`src/rtl/mb32_arb.sv`:
```
// mb32_arb -- two-requester arbiter in front of the mb32 single-port memory.
//
// Requester 0 is instruction fetch and requester 1 is data/stack access.
// Both share one 32-bit-wide SPRAM block. Each cycle at most one requester
// is granted, and its command goes straight through to the memory in that
// same cycle.
//
// Arbitration rules:
//   - Round-robin on ties.
//   - An optional lock holds ownership across several cycles, for example
//     for a read-modify-write.
//   - The lock is broken after MAX_LOCK cycles, so the other side is never
//     starved for longer than that.
//
// Ports:
//   clk, rst_n            clock, asynchronous active-low reset
//   rN_req/we/ai/vi/bmsk  requester N command (held until granted)
//   rN_lock               keep ownership after this access
//   rN_gnt                command accepted this cycle (combinational)
//   rN_rvld               read data for requester N valid on rd_vo
//   rd_vo                 read data, straight from m_vo
//   m_we/ai/vi/bmsk       memory command outputs
//   m_vo                  memory read data (one cycle after the address)
`timescale 1ns/1ps
module mb32_arb #(
    parameter int DSZ      = 32,
    parameter int ASZ      = 15,
    parameter int MAX_LOCK = 16
) (
    input  logic           clk,
    input  logic           rst_n,
    input  logic           r0_req,
    input  logic           r0_we,
    input  logic [ASZ-1:0] r0_ai,
    input  logic [DSZ-1:0] r0_vi,
    input  logic [3:0]     r0_bmsk,
    input  logic           r0_lock,
    input  logic           r1_req,
    input  logic           r1_we,
    input  logic [ASZ-1:0] r1_ai,
    input  logic [DSZ-1:0] r1_vi,
    input  logic [3:0]     r1_bmsk,
    input  logic           r1_lock,
    output logic           r0_gnt,
    output logic           r1_gnt,
    output logic           r0_rvld,
    output logic           r1_rvld,
    output logic [DSZ-1:0] rd_vo,
    output logic           m_we,
    output logic [ASZ-1:0] m_ai,
    output logic [DSZ-1:0] m_vi,
    output logic [3:0]     m_bmsk,
    input  logic [DSZ-1:0] m_vo
);

    typedef enum logic [1:0] {FREE, OWN0, OWN1} state_t;

    localparam logic [7:0] MAX_CNT = 8'(MAX_LOCK);

    state_t         state_q, state_d;
    logic           last_q, last_d;
    logic [7:0]     lockCnt_q, lockCnt_d;
    logic [7:0]     cntInc;
    logic           rvld0_q, rvld1_q;
    logic [ASZ-1:0] aiHold_q;
    logic [DSZ-1:0] viHold_q;
    logic           gnt0Raw, gnt1Raw;
    logic           gnt0, gnt1;

    // Grant decision. Ties in FREE go to the requester that did not win last.
    // Grants are gated by rst_n so that nothing reaches the memory while the
    // reset is applied. In particular, m_we drops low asynchronously.
    always_comb begin
        gnt0Raw = 1'b0;
        gnt1Raw = 1'b0;
        case (state_q)
            FREE: begin
                if (r0_req && r1_req) begin
                    gnt0Raw = last_q;
                    gnt1Raw = ~last_q;
                end else begin
                    gnt0Raw = r0_req;
                    gnt1Raw = r1_req;
                end
            end
            OWN0:    gnt0Raw = r0_req;
            OWN1:    gnt1Raw = r1_req;
            default: ;
        endcase
    end

    assign gnt0   = gnt0Raw & rst_n;
    assign gnt1   = gnt1Raw & rst_n;
    assign r0_gnt = gnt0;
    assign r1_gnt = gnt1;

    // Memory command mux. When nothing is granted, the address and data
    // outputs hold the last values they drove.
    always_comb begin
        m_we   = 1'b0;
        m_bmsk = 4'b0000;
        m_ai   = aiHold_q;
        m_vi   = viHold_q;
        if (gnt0) begin
            m_we   = r0_we;
            m_bmsk = r0_bmsk;
            m_ai   = r0_ai;
            m_vi   = r0_vi;
        end else if (gnt1) begin
            m_we   = r1_we;
            m_bmsk = r1_bmsk;
            m_ai   = r1_ai;
            m_vi   = r1_vi;
        end
    end

    assign rd_vo   = m_vo;
    assign r0_rvld = rvld0_q;
    assign r1_rvld = rvld1_q;

    // Lock bookkeeping. Every cycle spent in an owned state counts toward
    // the lock budget, including idle cycles. The counter saturates rather
    // than wrapping. When the budget is used up, ownership is dropped and
    // last points at the old owner, so the other requester wins the next tie.
    always_comb begin
        state_d   = state_q;
        last_d    = last_q;
        lockCnt_d = lockCnt_q;
        cntInc    = (lockCnt_q >= MAX_CNT) ? MAX_CNT : lockCnt_q + 8'd1;
        if (gnt0) begin
            last_d = 1'b0;
        end else if (gnt1) begin
            last_d = 1'b1;
        end
        case (state_q)
            FREE: begin
                if (gnt0 && r0_lock) begin
                    state_d   = OWN0;
                    lockCnt_d = 8'd1;
                end else if (gnt1 && r1_lock) begin
                    state_d   = OWN1;
                    lockCnt_d = 8'd1;
                end
            end
            OWN0: begin
                if (gnt0 && !r0_lock) begin
                    state_d   = FREE;
                    lockCnt_d = 8'd0;
                end else begin
                    lockCnt_d = cntInc;
                end
            end
            OWN1: begin
                if (gnt1 && !r1_lock) begin
                    state_d   = FREE;
                    lockCnt_d = 8'd0;
                end else begin
                    lockCnt_d = cntInc;
                end
            end
            default: begin
                state_d   = FREE;
                lockCnt_d = 8'd0;
            end
        endcase
        if (state_d != FREE && lockCnt_d >= MAX_CNT) begin
            last_d    = (state_d == OWN1);
            state_d   = FREE;
            lockCnt_d = 8'd0;
        end
    end

    always_ff @(posedge clk or negedge rst_n) begin
        if (!rst_n) begin
            state_q   <= FREE;
            last_q    <= 1'b1;
            lockCnt_q <= 8'd0;
            rvld0_q   <= 1'b0;
            rvld1_q   <= 1'b0;
            aiHold_q  <= '0;
            viHold_q  <= '0;
        end else begin
            state_q   <= state_d;
            last_q    <= last_d;
            lockCnt_q <= lockCnt_d;
            rvld0_q   <= gnt0 & ~r0_we;
            rvld1_q   <= gnt1 & ~r1_we;
            if (gnt0 || gnt1) begin
                aiHold_q <= m_ai;
                viHold_q <= m_vi;
            end
        end
    end

endmodule

```
`config.mk`:
```
export PLATFORM = sky130hd
export DESIGN_NAME = mb32_arb
export DESIGN_NICKNAME = d
export VERILOG_FILES = /design/src/rtl/mb32_arb.sv
export SDC_FILE = /design/constraint.sdc
export NUM_CORES = 1
export LEC_CHECK = 0
export BUFFER_PORTS_ARGS = -buffer_cell sky130_fd_sc_hd__buf_2
export CORE_ASPECT_RATIO = 1.1
export CORE_MARGIN = 2
export CORE_UTILIZATION = 46
export DETAILED_ROUTE_END_ITERATION = 8
export GPL_TIMING_DRIVEN = 0
export PLACE_DENSITY = 0.95
export SLEW_MARGIN = 20
export SYNTH_ARGS = -nofsm -noshare
export SYNTH_HDL_FRONTEND = slang
export SYNTH_SLANG_ARGS = --single-unit
```
`constraint.sdc`:
```
create_clock -name clk -period 4.9 [get_ports clk]
set_input_delay 0.49 -clock clk [delete_from_list [all_inputs] [get_ports clk]]
set_output_delay 0.49 -clock clk [all_outputs]
set_load 0.05 [all_outputs]
```
==> results.toml, run 1 <==
[clocking]
htreeDepth = 3
cts_root_buf = "clkbuf_8"
clkTransAtPathRegs_ps = 70
postCtsSetupBuffers = 0
cts_buffers = 9
cts_sinks = 60
cts_tree = "done"
insertion_delay_ps = 330
cts.path.max_buffers = 2
cts_resized = 0
hold_buffers = 0

[cells_and_area]
area_growth_pct = 39.1
nets = 715
fillers = 602
final_util_pct = 65.3
final_common_cell = "buf_2"
drive_gt1_share_pct = 46.9
multi_input_area_um2 = 1570
layout_common_cells = "buf_2, o21ai_0, dfrtp_1, nand2_1, mux2i_1"
regArea_um2 = 1500
antenna_cells = 0
layout.cells.non_filler = 663

[setup_path]
regToRegSetupSlack_ps = 2860
cp_data_arrival_time_ps = 2550
end_kind = "output port"
critPathLaunchType = "primary input"
cp.required_ps = 4410
r2r_cells = 5
worstPathMaxFanout = 65
crit_type = "primary input to output port"

[sta]
finalSetupViolations = 0
fin_tns_setup_ps = 0
relSlewSlack_pct = 46.9
rsz0062_at_grt = "no"
worst_pin_slew_ps = 796
fmax_mhz = 329
holdWs_ps = 232
clock-skew-final_ps = 8.49
slew_violations = 0
fin_crit_sh_pct = 62.1
final-hold-violation-count = 0
fin_crit_ps = 3040

[logic_synthesis]
async_flop_share_pct = 100
synth.cell_area_um2 = 3450
yosysSeqAreaShare_pct = 43.6
syn_avg_cell_area_um2 = 9.50
synth_cell_types = 35
ys.warnings.count = 0
postSynthCellCount = 363
syn_nets = 507
synth_seq_cells = 60
synthFlopType = "dfrtp_1"
synth_edf_count = 0

[run_status]
status = "complete, no violations"

[grt]
grt_pass1_wl_um = 15600
overflow = 0
grt_use_total_pct = 24.5
grt_max_degree = 66
antenna_found_initial = 0
grt_pass1_vias = 3374

[route]
drtIter0Drc = 174
routedWlPerCell_um = 15.4
drc = 0
num_vias = 3548
vias_per_cell = 5.35
first_pass_iters = 5
routed_wl_um = 10200
ant_nets = 0

[power_and_ir_drop]
p_seq_share_pct = 25.2
combPwrFrac_pct = 57.3
power_frac_clock_pct = 17.5
total_power_uw = 3190
p_leak_uw = 0.00270
powerDensity_nw_per_um2 = 665
power.net_switching_uw = 1630
irDropWorstVdd_v = 0.000481
p_int_uw = 1560
netSwitchingFraction_pct = 51.2

[die]
die_x_um = 86.6
initial_core_util_pct = 46.9
coreArea_um2 = 7350
die_area_um2 = 8210
ioPinCount = 230
rows = 33
die_h_um = 94.8

[worst_hold_path]
hold_path.class = "primary input to asynchronous set/reset pin"

[placement]
placedCellCount = 647
dp_hpwl_um = 7940
place.port_buffers = 197
gp_congestion = 0.896

[run]
cap_violations = 0
flip-flops by register name, summed over array words and instances (netlist names):
register / flops
viHold_q: 32
r1_rvld: 1
last_q: 1
lockCnt_q: 8
state_q: 2
r0_rvld: 1
aiHold_q: 15
cell type report:
class,instances,share of cell area [%]
Buffer,54,7.67
Clock buffer,12,3.24
Clock inverter,4,1.98
Inverter,3,0.235
Multi-Input combinational cell,246,32.7
Sequential cell,60,31.3
Tap cell,87,2.27
Timing Repair Buffer,197,20.6
worst max-delay path, cell delays in order:
cell and delay, ps:
buf_4 580, and3b_1 310, nand2_1 180, buf_4 260
mux2i_1 140, o21ai_0 250, buf_2 320
cell families after synthesis:
family | share of synthesized area (%)
and+or+nand+nor | 11.9
DFF | 43.6
muxes | 13.9
buffers and inverters | 11.0
AOI/OAI and AO/OA | 18.9
adders and majority gates | 0.726
layer usage:
metal  track usage (%)  part of all wire (%)  vias to the layer above
met3              6.91                   6.7                       26
met4              9.38                   2.6                        0
li1                  -                     -                     1669
met2              42.1                    52                      164
met5                 0                     0                        -
met1              29.1                    39                     1689
power by group through the flow:
stage,clock (µW),combinational (µW),sequential [µW]
after floorplan,0,1410,785
after global placement,0,1780,798
after detailed placement,0,1830,811
after CTS,565,1830,804
after global routing,588,1950,827
final,557,1830,804
through the flow:
| step | worst slack, ps | instance area [µm²] |
|---|---|---|
| after floorplan | 1880 | 3450 |
| after global placement | 1410 | 4540 |
| after detailed placement | 1780 | 4550 |
| after CTS | 1770 | 4800 |
| after global routing | 1580 | 4800 |
| final | 1860 | 4800 |
synth_stat cells (all sizes together) (3+ instances only):
cell type / number / area (µm²)
o21ai: 95 / 509
dfrtp: 59 / 1480
nand2: 49 / 184
mux2i: 48 / 480
buf: 46 / 338
clkbuf: 8 / 30.0
nand3: 7 / 35.0
a22o: 6 / 52.6
and2: 5 / 31.3
a21oi: 4 / 20.0
and3: 3 / 18.8
inv: 3 / 11.3
nand3b: 3 / 22.5
nand4: 3 / 18.8
nor2: 3 / 11.3
worst paths after layout:
kind | start | endpoint
hold / removal | rst_n | r0_rvld
setup / recovery | rst_n | m_vi[31]
min in group clk | r0_we | r0_rvld
hold reg to reg | lockCnt_q[2] | lockCnt_q[2]
max in group asynchronous | rst_n | viHold_q[6]
setup reg to reg | state_q[0] | state_q[1]
(Power assumes the default switching activity.)
==> inputs of run 2 (changes only) <==
--- a/config.mk
+++ b/config.mk
@@ -5,13 +5,14 @@
 export SDC_FILE = /design/constraint.sdc
 export NUM_CORES = 1
 export LEC_CHECK = 0
+export ABC_AREA = 1
 export BUFFER_PORTS_ARGS = -buffer_cell sky130_fd_sc_hd__buf_2
 export CORE_ASPECT_RATIO = 1.1
 export CORE_MARGIN = 2
-export CORE_UTILIZATION = 46
+export CORE_UTILIZATION = 42
 export DETAILED_ROUTE_END_ITERATION = 8
 export GPL_TIMING_DRIVEN = 0
-export PLACE_DENSITY = 0.95
+export PLACE_DENSITY = 0.92
 export SLEW_MARGIN = 20
 export SYNTH_ARGS = -nofsm -noshare
 export SYNTH_HDL_FRONTEND = slang
==> constraint.sdc (replaced) <==
create_clock -name clk -period 3.05 [get_ports clk]
set_input_delay 0.305 -clock clk [delete_from_list [all_inputs] [get_ports clk]]
set_output_delay 0.305 -clock clk [all_outputs]
set_load 0.05 [all_outputs]
==> run 2 against run 1 <==
Against the previous run:
- design area shrank 0.89%
- synthesized cell count grew 22%
- total power up 57%
- clock skew down 1.5 ps
- critical endpoint is now m_vi[16]
==> results.toml, run 2 <==
[sta]
fin_crit_ps = 2730
worst_pin_slew_ps = 770
slew_violations = 0
relSlewSlack_pct = 48.6
fin_crit_sh_pct = 89.4
clock-skew-final_ps = 6.95
final-hold-violation-count = 0
holdWs_ps = 13.5
fmax_mhz = 367
rsz0062_at_grt = "no"
finalSetupViolations = 0

[run]
cap_violations = 0

[clocking]
clkTransAtPathRegs_ps = 70
cts.path.max_buffers = 2
hold_buffers = 0
cts_buffers = 9
insertion_delay_ps = 330
cts_sinks = 60
postCtsSetupBuffers = 0
htreeDepth = 3
cts_root_buf = "clkbuf_8"
cts_tree = "done"
cts_resized = 0

[logic_synthesis]
synth.cell_area_um2 = 3430
synth_mux_area_share_pct = 0
synth.top_cells.by_count = "nand3_1, nand2_1, dfrtp_1"
yosys.area_share.simple_pct = 40.1
yosysSeqAreaShare_pct = 43.8
synth_top_area_share_pct = 43.1
synth_top_family_by_area = "simple AND/OR/NAND/NOR gates"
syn_avg_cell_area_um2 = 7.72
synth_cell_types = 20
synth_seq_cells = 60
ys.warnings.count = 0
synth.top_cells.by_area = "dfrtp_1, nand3_1, nand2_1, buf_4, nor2_1"
synthFlopType = "dfrtp_1"
postSynthCellCount = 444
synth_edf_count = 0
async_flop_share_pct = 100
yosysTopAreaCell = "dfrtp_1"
yosysMostFrequentCell = "nand3_1"
synth-xor-area-share_pct = 0.256
synth_compound_area_share_pct = 1.83
synthAdderAreaFrac_pct = 0.730
syn_nets = 588

[setup_path]
r2r_end = "aiHold_q[11]"
crit_type = "primary input to output port"
crit_slowest_cell = "buf_4"
max_stage_delay_ps = 550
crit_path_frequent_cell = "buf_4"
r2r_cells = 6
regToRegSetupSlack_ps = 1480
end_kind = "output port"
r2r-start = "last_q"
cp.required_ps = 2740
worstPathMaxFanout = 61
cp_cell_sequence = "buf_4, inv_1, nor2_2, nand2_2, inv_2, buf_4, nand2_1, nand3_1, buf_2"
critPathLaunchType = "primary input"
startpoint = "rst_n"
cp_data_arrival_time_ps = 2420

[cells_and_area]
antenna_cells = 0
area_growth_pct = 38.7
final_area_um2 = 4750
layout_common_cells = "buf_2, nand3_1, nand2_1, dfrtp_1, buf_4"
final_common_cell = "buf_2"
reg.largest.list = "viHold_q: 32 flops, aiHold_q: 15 flops, lockCnt_q: 8 flops"
largest_reg_flops = 32
drive_gt1_share_pct = 41.7
nets = 796
regMostFlops = "viHold_q"
final_util_pct = 60.1

[route]
drc = 0
drtIter0Drc = 123
routedWlPerCell_um = 12.9
ant_nets = 0
vias_per_cell = 5.04
first_pass_iters = 5
num_vias = 3854
routed_wl_um = 9840

[grt]
overflow = 0
grt_pass1_wl_um = 15400
antenna_found_initial = 0
grt_pass1_vias = 3570
grt_use_total_pct = 21.3
grt_max_degree = 62

[run_status]
status = "complete, no violations"

[worst_hold_path]
hold_path.class = "primary input to asynchronous set/reset pin"

[placement]
dp_hpwl_um = 7880
gp_congestion = 0.846
place.port_buffers = 197
place_area_um2 = 4550

[power_and_ir_drop]
p_leak_uw = 0.00277
irDropWorstVdd_v = 0.000661
powerDensity_nw_per_um2 = 1060
total_power_uw = 5020

[die]
initial_core_util_pct = 43.3
coreArea_um2 = 7910
die_h_um = 98.7
ioPinCount = 230
die_x_um = 90.1
die_area_um2 = 8900
rows = 34
-- run 2: layer usage --
layer  global-route usage, %  up-vias  share of wire, %
met5                       0        -                 0
met4                    7.22        0               2.3
met3                    5.58       18               7.1
met2                    40.3      185                53
met1                    23.1     1768                37
li1                        -     1883                 -
-- run 2: per-stage QoR --
step                      TNS, ps  instances  setup WS [ps]
after floorplan                 0        444           1150
after CTS                       0        765            307
final                           0        765            324
after detailed placement        0        749            314
after global placement       -263        749          -65.4
after global routing            0        765            101
-- run 2: worst max-delay path by stage --
stage / slack, ps / cells after the start / end
4_1_cts: 310 / 9 / m_vi[16]
2_1_floorplan: 1150 / 8 / m_ai[10]
3_3_place_gp: -70 / 9 / m_vi[16]
6_report: 320 / 9 / m_vi[16]
3_5_place_dp: 310 / 9 / m_vi[16]
5_1_grt: 100 / 9 / m_vi[16]
-- run 2: cell families (layout without fill, tap and decap cells) --
group,Yosys count,after routing
simple gates,305,305
buf+inv,67,280
flops,60,60
compound gates,9,9
fa+ha+maj,2,2
xor+xnor,1,1
-- run 2: area by class of cell --
class	instances	area, µm²
buffer	52	397
clock buffer	12	155
clock inverter	4	47.5
fill	710	3160
inverter	15	56.3
multi-input combinational	317	1470
sequential	60	1500
tap	108	135
timing repair buffer	197	988
-- run 2: where the power goes --
group          switching [µW]  internal (µW)  total, µW
clock network             302            419        722
logic                    2240            776       3020
registers                 134           1150       1280
-- run 2: worst max-delay path, delay by kind of cell --
kind / cells / cell delay [ps]
buffers and inverters: 5 / 1470
and+or+nand+nor: 4 / 560
